==> config.mk <==
export PLATFORM = sky130hd
export DESIGN_NAME = piso_serializer
export DESIGN_NICKNAME = d
export VERILOG_FILES = /design/src/rtl/piso_serializer.sv
export SDC_FILE = /design/constraint.sdc
export NUM_CORES = 1
export LEC_CHECK = 0
export ABC_AREA = 1
export CORE_AREA = 2 2 39 41
export CTS_CLUSTER_DIAMETER = 200
export DETAILED_ROUTE_END_ITERATION = 10
export DIE_AREA = 0 0 41 43
export PLACE_DENSITY = 0.56
export SYNTH_ARGS = -nofsm -noshare
export SYNTH_HDL_FRONTEND = slang
export SYNTH_SLANG_ARGS = --single-unit
==> constraint.sdc <==
create_clock -name clk -period 2.2 [get_ports clk]
set_input_delay 0.33 -clock clk [delete_from_list [all_inputs] [get_ports clk]]
set_output_delay 0.33 -clock clk [all_outputs]
set_load 0.02 [all_outputs]
==> src/rtl/piso_serializer.sv <==
// rtl/piso_serializer.sv - parallel-in/serial-out shifter with load and serial valid/ready handshakes
module piso_serializer #(
  parameter int WIDTH     = 4,
  parameter bit MSB_FIRST = 1'b1
) (
  input  logic             clk,
  input  logic             rst,
  input  logic [WIDTH-1:0] pin,
  input  logic             load_valid,
  output logic             load_ready,
  output logic             sout,
  output logic             sout_valid,
  input  logic             sout_ready,
  output logic             last,
  output logic             busy
);

  localparam int            CW      = $clog2(WIDTH);
  localparam logic [CW-1:0] CNT_TOP = CW'(WIDTH - 1);

  typedef enum logic {IDLE, SHIFT} state_t;

  state_t           state;
  logic [WIDTH-1:0] shreg;
  logic [CW-1:0]    cnt;
  logic             load;
  logic             beat;

  assign sout_valid = (state == SHIFT);
  assign busy       = (state == SHIFT);
  assign last       = (state == SHIFT) && (cnt == '0);
  // Accepting on the last beat lets a new frame follow without a bubble.
  assign load_ready = (state == IDLE) || (last && sout_ready);
  assign load       = load_valid && load_ready;
  assign beat       = sout_valid && sout_ready;
  assign sout       = sout_valid ? (MSB_FIRST ? shreg[WIDTH-1] : shreg[0]) : 1'b0;

  always_ff @(posedge clk or negedge rst) begin
    if (!rst) begin
      state <= IDLE;
      shreg <= '0;
      cnt   <= '0;
    end else begin
      case (state)
        IDLE: begin
          if (load) begin
            shreg <= pin;
            cnt   <= CNT_TOP;
            state <= SHIFT;
          end
        end
        SHIFT: begin
          if (beat) begin
            if (cnt != '0) begin
              shreg <= MSB_FIRST ? {shreg[WIDTH-2:0], 1'b0} : {1'b0, shreg[WIDTH-1:1]};
              cnt   <= cnt - 1'b1;
            end else if (load_valid) begin
              shreg <= pin;
              cnt   <= CNT_TOP;
            end else begin
              shreg <= '0;
              state <= IDLE;
            end
          end
        end
        default: state <= IDLE;
      endcase
    end
  end

endmodule

==> results.md <==
| Metric | Reported | Unit |
|---|---|---|
| Run status | finished, final reports clean | - |
| TNS Setup | 0 | ns |
| Initial antenna violation count | 0 | - |
| Cell type contributing the most total cell area after synthesis | dfrtp_1 | - |
| Number of synthesized register bits | 7 | - |
| Area share of the largest cell type after synthesis | 0.393 | - |
| Ys Warns | 0 | - |
| Total area of multi-input combinational cells | 214 | um2 |
| Number of filler cells placed in the layout | 158 | - |
| Die X | 41 | um |
| Mapped Avg Cell Area | 7.18 | um2 |
| Maximum vdd ir drop | 0.000435 | V |
| CP Class | flip-flop to output pin | - |
| RSZ-0062 raised after global routing | no | - |
| Largest net degree at the start of global routing | 11 | - |
| Length of the first detailed-routing pass in iterations | 3 | - |
| Netlist area before placement | 445 | um2 |
| Hold Crit Class | input pin to asynchronous set/reset pin | - |
| Netlist cell types | 12 | - |
| Wirelength per Cell | 9.53 | um |
| Power density normalized to cell area | 1260 | nW/um2 |
| Total half-perimeter wirelength after legalization and detailed placement | 675 | um |
| Startpoint Class | flip-flop | - |
| Critical path required time | 1.87 | ns |
| Area enclosed by the die boundary | 1760 | um2 |
| Final number of hold-violating endpoints | 0 | - |
| Vertical die dimension | 43 | um |
| Syn_nets | 72 | - |
| Total Routing Usage GR | 0.130 | - |
| Top cells by area in the synthesized netlist | dfrtp_1 39%, nand2_1 19%, inv_1 8.4% | - |
| Wire length of the first global-routing pass | 1490 | um |
| Max FO, Critical Path | 3 | - |
| Tmin final | 2.01 | ns |
| Total global routing overflow | 0 | - |
| Crit path largest cell delay | 0.59 | ns |
| Path depth of the worst reg2reg path | 7 | - |
| DRC marker count from the first detailed-route iteration | 1 | - |
| Clock buffers created by TritonCTS | 3 | - |
| Number of global-route vias before repair | 353 | - |
| Final #Nets | 88 | - |
| Antenna diodes | 0 | - |
| Max-cap violation count | 0 | - |
| Sequential-to-total area share from yosys stat | 0.393 | - |
| Routed WL | 886 | um |
| Max transition margin | 0.778 | - |
| Number of placement rows | 14 | - |
| Commonest non-fill, non-tap cell in the layout | nand2_1 | - |
| Buffers and inverters on the worst path | 3 | - |
| Max Root-Sink Buffers | 2 | - |
| Share of post-route cells with drive strength above 1 | 0.104 | - |
| Core outline area | 1380 | um2 |
| Cells along the critical path | inv_1 -> ha_1 -> nand2_1 -> inv_1 -> clkdlybuf4s50_1 | - |
| Worst reg2reg setup slack | 0.92 | ns |
| Remaining DRCs | 0 | - |
| Beginning of the worst register-to-register path | busy | - |
| Clock transition at the registers of the reported paths | 0.06 | ns |
| Final GP Congestion | 0.661 | - |
| Share of the clock period used by the worst path | 0.912 | - |
| # hold bufs at CTS | 0 | - |
| Critical Path Sink Type | output pin | - |
| Library cell contributing the largest single delay on the critical path | clkdlybuf4s50_1 | - |
| Detailed-route vias per instance | 4.27 | - |
| RR Endpoint | shreg[3] | - |
| Clock sink total | 7 | - |
| Top-level port count | 13 | - |
| Remaining antenna violation count | 0 | - |
| Most common cell on crit path | inv_1 | - |
| Number of failing setup endpoints in the final timing report | 0 | - |
| Final Skew | 0.00215 | ns |
| Number of H-tree levels | 1 | - |
| Area occupied by registers | 175 | um2 |
| Synthesis-to-layout area growth | 35.4 | % |
| Fmax | 499 | MHz |
| Gate count after technology mapping | 62 | - |
| Worst-Margin Slew | 0.332 | ns |
| Clock latency of the later-clocked register in the worst-skew pair | 0.26 | ns |
| Pleak | 0.344 | nW |
| Core occupancy in the finished layout | 0.436 | - |
| Count of input and output buffers | 12 | - |
| Family with the most delay on the worst path | buffers and inverters | - |
| Starting Density | 0.322 | - |
| Clock tree from TritonCTS | yes | - |
| Final Slew Violations | 0 | - |
| Commonest non-fill, non-tap cells in the layout | 23 x nand2_1, 11 x clkdlybuf4s50_1, 10 x inv_1 | - |
| Count of vias placed by the detailed router | 397 | - |
| Root Driver | clkbuf_4 | - |
| Data arrival time of the worst path | 1.68 | ns |
==> where the power goes <==
group          total, mW  internal (mW)  leakage (nW)  switching, mW
Clock              0.124         0.0697        0.0150         0.0544
Combinational      0.415          0.180         0.245          0.235
Sequential         0.221          0.187        0.0837         0.0344
==> cell usage after synthesis <==
master / instances
o21ai_2: 1
a21oi_2: 1
buf_4: 1
nand2_4: 2
nand2_1: 23
nand3_1: 5
nor2_1: 8
buf_6: 1
ha_1: 2
inv_1: 10
o211ai_1: 1
dfrtp_1: 7
==> area by class of cell <==
class | instances | share of cell area
multi-input combinational | 43 | 0.355
sequential | 7 | 0.290
timing repair buffer | 13 | 0.216
inverter | 10 | 0.0622
clock buffer | 4 | 0.0436
tap | 16 | 0.0332
==> how the worst max path moves through the flow <==
stage	start	end	cells after the start
6_report	cnt[0]	last	5
5_1_grt	cnt[0]	last	5
4_1_cts	cnt[0]	load_ready	7
3_5_place_dp	sout_ready	load_ready	4
3_3_place_gp	sout_ready	load_ready	4
2_1_floorplan	busy	load_ready	5
==> worst register-to-register path, delay by kind of cell (launching register included) <==
| kind | cells | cell delay, ns |
|---|---|---|
| buf+inv | 2 | 0.30 |
| simple gates | 5 | 0.43 |
| flops | 1 | 0.44 |
==> per-layer routing <==
layer,up-vias,track usage,part of all wire
li1,214,-,-
met4,0,0.100,0.034
met5,-,0,0
met2,12,0.159,0.41
met1,166,0.176,0.49
met3,5,0.0471,0.068
==> state kept, by name, summed over array words and instances, names as in the netlist <==
register	flops
busy	1
cnt	2
shreg	4
==> timing repair <==
action | in CTS | in global routing
buffers inserted | 0 | 0
gates resized for setup | 0 | 1
endpoints found under the setup margin | 0 | 1
==> metrics by stage <==
stage | instance area (um2) | total power, mW | std cells | hold WS, ns | setup slack [ns]
floorplan | 445 | 0.515 | 62 | 0.0344 | 0.776
global placement | 574 | 0.639 | 89 | 0.458 | 0.283
detailed placement | 574 | 0.647 | 89 | 0.464 | 0.265
CTS | 601 | 0.773 | 93 | 0.354 | 0.0425
global route | 603 | 0.835 | 93 | 0.360 | 0.0771
finish | 603 | 0.760 | 93 | 0.332 | 0.194
==> kinds of logic (layout without fill, tap and decap cells) <==
kind of cell,Yosys count,after routing,share of synthesized area
AO/OA/AOI/OAI,3,3,0.0562
adder cells (fa/ha/maj),2,2,0.0562
buffers and inverters,12,27,0.126
flip-flops,7,7,0.393
AND/OR/NAND/NOR,38,38,0.368
Note: power is estimated with default switching activity, not from simulation.
